### config.mk
export PLATFORM = sky130hd
export DESIGN_NAME = text_writer_flat
export DESIGN_NICKNAME = d
export VERILOG_FILES = /design/src/rtl/text_writer_if.sv /design/src/rtl/text_writer.sv /design/src/flat_wrapper.sv
export SDC_FILE = /design/constraint.sdc
export NUM_CORES = 1
export LEC_CHECK = 0
export ABC_AREA = 0
export CORE_UTILIZATION = 45
export DETAILED_ROUTE_END_ITERATION = 10
export PLACE_DENSITY = 0.75
export SKIP_CTS_REPAIR_TIMING = 1
export SLEW_MARGIN = 20
export SYNTH_ARGS = -nofsm -noshare
export SYNTH_HDL_FRONTEND = slang
export SYNTH_SLANG_ARGS = --single-unit
export TNS_END_PERCENT = 1
### constraint.sdc
create_clock -name clock100 -period 3.1 [get_ports clock100]
set_input_delay 0.62 -clock clock100 [delete_from_list [all_inputs] [get_ports clock100]]
set_output_delay 0.62 -clock clock100 [all_outputs]
set_load 0.05 [all_outputs]
### src/rtl/text_writer_if.sv
// rtl/text_writer_if.sv - byte input handshake and character RAM write port for text_writer
interface text_writer_if #(
    parameter int ADDR_W = 12
);
    logic              char_valid;
    logic [7:0]        char_data;
    logic              char_ready;
    logic              wr_en;
    logic [ADDR_W-1:0] wr_addr;
    logic [7:0]        wr_data;

    modport master (
        output char_valid, char_data,
        input  char_ready, wr_en, wr_addr, wr_data
    );

    modport slave (
        input  char_valid, char_data,
        output char_ready, wr_en, wr_addr, wr_data
    );
endinterface

### src/rtl/text_writer.sv
// rtl/text_writer.sv - cursor tracking and character RAM writer for the VGA text buffer
module text_writer #(
    parameter int COLS   = 80,
    parameter int ROWS   = 40,
    parameter int ADDR_W = 12
) (
    input  logic        clock100,
    input  logic        reset,
    text_writer_if.slave bus,
    output logic [6:0]  cursor_col,
    output logic [5:0]  cursor_row,
    output logic        busy
);

    typedef enum logic [1:0] {IDLE, WRITE, CLEAR} state_t;

    localparam logic [6:0]        COL_LAST  = 7'(COLS - 1);
    localparam logic [5:0]        ROW_LAST  = 6'(ROWS - 1);
    localparam logic [ADDR_W-1:0] ADDR_LAST = ADDR_W'(COLS * ROWS - 1);
    localparam logic [ADDR_W-1:0] COLS_A    = ADDR_W'(COLS);

    state_t            state, state_nx;
    logic [6:0]        col_nx;
    logic [5:0]        row_nx;
    logic [ADDR_W-1:0] lin, lin_nx, addr_nx;
    logic              en_nx;
    logic [7:0]        data_nx;
    logic              accept;

    assign bus.char_ready = (state == IDLE);
    assign busy           = (state != IDLE);
    assign accept         = bus.char_valid && bus.char_ready;

    always_comb begin
        state_nx = state;
        col_nx   = cursor_col;
        row_nx   = cursor_row;
        lin_nx   = lin;
        en_nx    = bus.wr_en;
        addr_nx  = bus.wr_addr;
        data_nx  = bus.wr_data;
        case (state)
            IDLE: begin
                if (accept) begin
                    if (bus.char_data >= 8'h20 && bus.char_data <= 8'h7E) begin
                        en_nx    = 1'b1;
                        addr_nx  = lin;
                        data_nx  = bus.char_data;
                        state_nx = WRITE;
                        if (cursor_col == COL_LAST) begin
                            col_nx = '0;
                            if (cursor_row == ROW_LAST) begin
                                row_nx = '0;
                                lin_nx = '0;
                            end else begin
                                row_nx = cursor_row + 6'd1;
                                lin_nx = lin + 1'b1;
                            end
                        end else begin
                            col_nx = cursor_col + 7'd1;
                            lin_nx = lin + 1'b1;
                        end
                    end else begin
                        case (bus.char_data)
                            8'h0D: begin
                                col_nx = '0;
                                lin_nx = lin - ADDR_W'(cursor_col);
                            end
                            8'h0A: begin
                                col_nx = '0;
                                if (cursor_row == ROW_LAST) begin
                                    row_nx = '0;
                                    lin_nx = '0;
                                end else begin
                                    row_nx = cursor_row + 6'd1;
                                    lin_nx = lin + (COLS_A - ADDR_W'(cursor_col));
                                end
                            end
                            8'h08: begin
                                // Backspace stops at column 0; it never climbs to the previous row.
                                if (cursor_col != '0) begin
                                    col_nx   = cursor_col - 7'd1;
                                    lin_nx   = lin - 1'b1;
                                    en_nx    = 1'b1;
                                    addr_nx  = lin - 1'b1;
                                    data_nx  = 8'h20;
                                    state_nx = WRITE;
                                end
                            end
                            8'h0C: begin
                                col_nx   = '0;
                                row_nx   = '0;
                                lin_nx   = '0;
                                en_nx    = 1'b1;
                                addr_nx  = '0;
                                data_nx  = 8'h20;
                                state_nx = CLEAR;
                            end
                            default: ;
                        endcase
                    end
                end
            end
            WRITE: begin
                en_nx    = 1'b0;
                state_nx = IDLE;
            end
            CLEAR: begin
                // The write address doubles as the clear counter.
                if (bus.wr_addr == ADDR_LAST) begin
                    en_nx    = 1'b0;
                    state_nx = IDLE;
                end else begin
                    addr_nx = bus.wr_addr + 1'b1;
                end
            end
            default: state_nx = IDLE;
        endcase
    end

    always_ff @(posedge clock100 or posedge reset) begin
        if (reset) begin
            state       <= IDLE;
            cursor_col  <= '0;
            cursor_row  <= '0;
            lin         <= '0;
            bus.wr_en   <= 1'b0;
            bus.wr_addr <= '0;
            bus.wr_data <= '0;
        end else begin
            state       <= state_nx;
            cursor_col  <= col_nx;
            cursor_row  <= row_nx;
            lin         <= lin_nx;
            bus.wr_en   <= en_nx;
            bus.wr_addr <= addr_nx;
            bus.wr_data <= data_nx;
        end
    end

endmodule

### src/flat_wrapper.sv
// flat-port wrapper written by rule: the top's interface ports become plain ports
module text_writer_flat 
#(
    parameter int COLS   = 80,
    parameter int ROWS   = 40,
    parameter int ADDR_W = 12
)
  (clock100, reset, cursor_col, cursor_row, busy, bus_char_valid, bus_char_data, bus_char_ready, bus_wr_en, bus_wr_addr, bus_wr_data);
  text_writer_if #(.ADDR_W(ADDR_W)) bus_i ();
  input  logic clock100;
  input  logic reset;
  output logic [6:0] cursor_col;
  output logic [5:0] cursor_row;
  output logic busy;
  input wire logic [$bits(bus_i.char_valid)-1:0] bus_char_valid;
  input wire logic [$bits(bus_i.char_data)-1:0] bus_char_data;
  output wire logic [$bits(bus_i.char_ready)-1:0] bus_char_ready;
  output wire logic [$bits(bus_i.wr_en)-1:0] bus_wr_en;
  output wire logic [$bits(bus_i.wr_addr)-1:0] bus_wr_addr;
  output wire logic [$bits(bus_i.wr_data)-1:0] bus_wr_data;
  assign bus_i.char_valid = bus_char_valid;
  assign bus_i.char_data = bus_char_data;
  assign bus_char_ready = bus_i.char_ready;
  assign bus_wr_en = bus_i.wr_en;
  assign bus_wr_addr = bus_i.wr_addr;
  assign bus_wr_data = bus_i.wr_data;
  text_writer #(.COLS(COLS), .ROWS(ROWS), .ADDR_W(ADDR_W)) u_core (.clock100(clock100), .reset(reset), .bus(bus_i), .cursor_col(cursor_col), .cursor_row(cursor_row), .busy(busy));
endmodule
==> impl_metrics.py, run 1 <==
metrics = {
    "logic_synthesis": {
        "ys_warn_count": 0,
        "synthSimpleGateAreaFrac": 0.232,
        "synth_top_family_by_area": "compound AO/OA/AOI/OAI gates",
        "synth_flop_cell": "dfrtp_1",
        "syn_avg_cell_area_sq_um": 7.78,
        "ys_top_cells_by_count": "o21ai_0 (62), nand2_1 (57), dfrtp_1 (48)",
        "ys_top_cells_by_area": "dfrtp_1 (27%), ha_1 (7.9%), o21ai_0 (7.0%), a21oi_1 (5.3%), nand2_1 (4.8%)",
        "synth_top_cell_area_share": 0.271,
        "synth_fa_ha_area_frac": 0.0882,
        "async_flop_share": 1.00,
        "synth_mux_area_frac": 0.00678,
        "synth_nets": 610,
        "synth-seq-cells": 48,
        "synth_compound_area_frac": 0.303,
        "synth_xor_area_frac": 0.0495,
        "netlist_area_sq_mm": 0.00443,
        "syn_inst": 569,
        "yosysMostFrequentCell": "o21ai_0",
        "ys_types": 67,
        "synth_edf_count": 0,
        "yosysSeqAreaShare": 0.271,
        "synth_largest_area_cell": "dfrtp_1",
    },
    "setup_path": {
        "worstSetupPathType": "flop to flop",
        "cp.arrival_ns": 3.16,
        "startpoint": "u_core.cursor_col[0]",
        "cp-start-kind": "flop",
        "worstSetupEndpointType": "flop",
        "cp_max_fo": 6,
        "r2r_start": "u_core.cursor_col[0]",
        "cp.required_ns": 3.30,
    },
    "floorplanning": {
        "core_area_sq_mm": 0.00937,
        "dieWidth_um": 101,
        "std_cell_rows": 35,
        "die_h_um": 101,
        "io_pins": 47,
        "start_util": 0.472,
        "die_area_sq_mm": 0.0102,
    },
    "sta": {
        "whs_ns": 0.488,
        "setup_viol": 0,
        "fin_crit_ns": 2.96,
        "tightest_slew_ns": 0.808,
        "slew_viol_final": 0,
        "relSlewSlack": 0.461,
        "finalCritPeriodShare": 0.954,
        "final_hold_viol_count": 0,
        "clock.fmax_mhz": 338,
        "fin_skew_ns": 0.00579,
        "setup_slack_ns": 0.142,
    },
    "layout": {
        "area_growth_pct": 23.2,
        "seqCellArea_sq_mm": 0.00120,
        "drive_gt1_frac": 0.123,
        "layout.nets": 682,
        "design_area_sq_mm": 0.00545,
        "nFillCells": 895,
        "antenna_cells": 0,
        "multi_input_area_sq_mm": 0.00305,
    },
    "placed_design": {
        "dp.final_hpwl_um": 9980,
        "placed_area_sq_mm": 0.00532,
        "place_congestion": 0.929,
        "io_buffers": 46,
        "pre_cts_ws_ns": -0.0120,
    },
    "cts": {
        "cts_made_buffers": 5,
        "root_buffer": "clkbuf_8",
        "cts_max_path_buffers": 2,
        "cts_tree": "done",
        "clk_pin_slew_worst_paths_ns": 0.10,
        "cts.sinks": 48,
        "clk_latency_ns": 0.31,
        "htree_levels": 2,
    },
    "grt": {
        "grt_max_degree": 36,
        "grt_pass1_vias": 4461,
        "antenna_found_initial": 0,
        "grt.total_usage": 0.267,
        "grt_pass1_wl_um": 21700,
        "grt-ovfl-total": 0,
    },
    "run": {
        "maxCapViolations": 0,
    },
    "power": {
        "power.density_mw_per_mm2": 1070,
        "peakVddDrop_mv": 0.551,
        "total_power_mw": 5.85,
        "p_leak_nw": 2.20,
    },
    "worst_hold_path": {
        "hp-start": "u_core.bus.wr_data[4]",
        "hold_class": "flop to flop",
    },
    "detailed_routing": {
        "vias": 4787,
        "vias_per_cell": 6.21,
        "drc_errors": 0,
        "first_iter_violations": 297,
        "post_drt_wl_per_cell_um": 17.2,
        "wirelength_um": 13200,
        "dr.pass1.iters": 5,
        "ant_nets": 0,
    },
    "outcome": {
        "status": "finished, final reports clean",
    },
}
-- worst max-delay path, stage by stage (launching register included) --
cell	delay, ns
dfrtp_2	0.45
nor3_2	0.28
buf_4	0.17
xnor2_1	0.14
ha_1	0.33
a21o_1	0.21
a21oi_1	0.22
nand3b_1	0.19
a211oi_2	0.27
xnor2_1	0.14
o2bb2ai_1	0.14
a221o_1	0.32
-- flip-flops by register name, indices dropped and copies added, names as in the netlist --
| register | count |
|---|---|
| u_core.bus.wr_addr | 12 |
| u_core.cursor_row | 6 |
| u_core.lin | 12 |
| u_core.bus.wr_data | 8 |
| u_core.cursor_col | 7 |
| u_core.bus.wr_en | 1 |
| u_core.state | 2 |
-- cell families (layout without fill, tap and decap cells) --
group,after synthesis,in the layout
compound gates,208,208
xor+xnor,25,25
fa+ha+maj,30,30
buf+inv,56,129
flops,48,48
mux,3,3
simple gates,199,199
-- per-stage QoR --
stage	util	TNS, ns	std cells
6_report	0.582	0	771
5_1_grt	0.582	-0.0505	771
4_1_cts	0.578	-0.0338	771
3_5_place_dp	0.568	-0.0120	763
3_3_place_gp	0.568	0	763
2_1_floorplan	-	0	569
-- power by group --
group          total, mW  switching (mW)  internal, mW
Clock              0.428           0.244         0.183
Sequential          1.22           0.376         0.841
Combinational       4.20            2.44          1.77
-- final timing paths --
check	cells past startpoint	slack [ns]	endpoint
max in group asynchronous	3	1.64	u_core.bus.wr_data[3]
worst max register to register	11	0.14	u_core.lin[11]
worst min-delay path	2	0.49	u_core.bus.wr_data[4]
worst min register to register	2	0.49	u_core.bus.wr_data[4]
worst max-delay path	11	0.14	u_core.lin[11]
min in group asynchronous	2	0.77	u_core.bus.wr_en
-- placed cells by master (no fill, tap or decap), types with 4 or more instances in the layout --
cell type / n
a21o_1: 6
a21oi_1: 46
a221oi_1: 6
a22o_1: 7
a31oi_1: 7
and2_1: 7
and3_1: 5
buf_4: 49
clkbuf_8: 6
clkdlybuf4s50_1: 46
dfrtp_1: 46
ha_1: 28
inv_1: 23
nand2_1: 57
nand2b_1: 9
nand3_1: 17
nand4_1: 7
nor2_1: 34
nor2b_1: 7
nor3_1: 18
o211ai_1: 5
o21a_1: 7
o21ai_0: 61
o22ai_1: 11
o31a_1: 4
o31ai_1: 6
or3_1: 7
or4_1: 4
xnor2_1: 18
xor2_1: 7
-- routing by layer --
metal	up-vias	share of wire	global-route usage
li1	2267	-	-
met1	2302	0.43	0.340
met2	194	0.49	0.474
met3	24	0.055	0.0324
met4	0	0.019	0.0803
met5	-	0	0
-- final cells by class --
cell class	count	share of cell area
Inverter	25	0.0172
Multi-Input combinational cell	465	0.559
Sequential cell	48	0.221
Clock inverter	2	0.00252
Tap cell	129	0.0296
Clock buffer	6	0.0151
Timing Repair Buffer	96	0.156
Note: power is estimated with default switching activity, not from simulation.
==> inputs of run 2 (changes only) <==
--- a/config.mk
+++ b/config.mk
@@ -7,6 +7,7 @@
 export LEC_CHECK = 0
 export ABC_AREA = 0
 export CORE_UTILIZATION = 45
+export CTS_CLUSTER_DIAMETER = 60
 export DETAILED_ROUTE_END_ITERATION = 10
 export PLACE_DENSITY = 0.75
 export SKIP_CTS_REPAIR_TIMING = 1
==> results of run 2 <==
The final DEF is identical to that of run 1; final timing and power are the same.
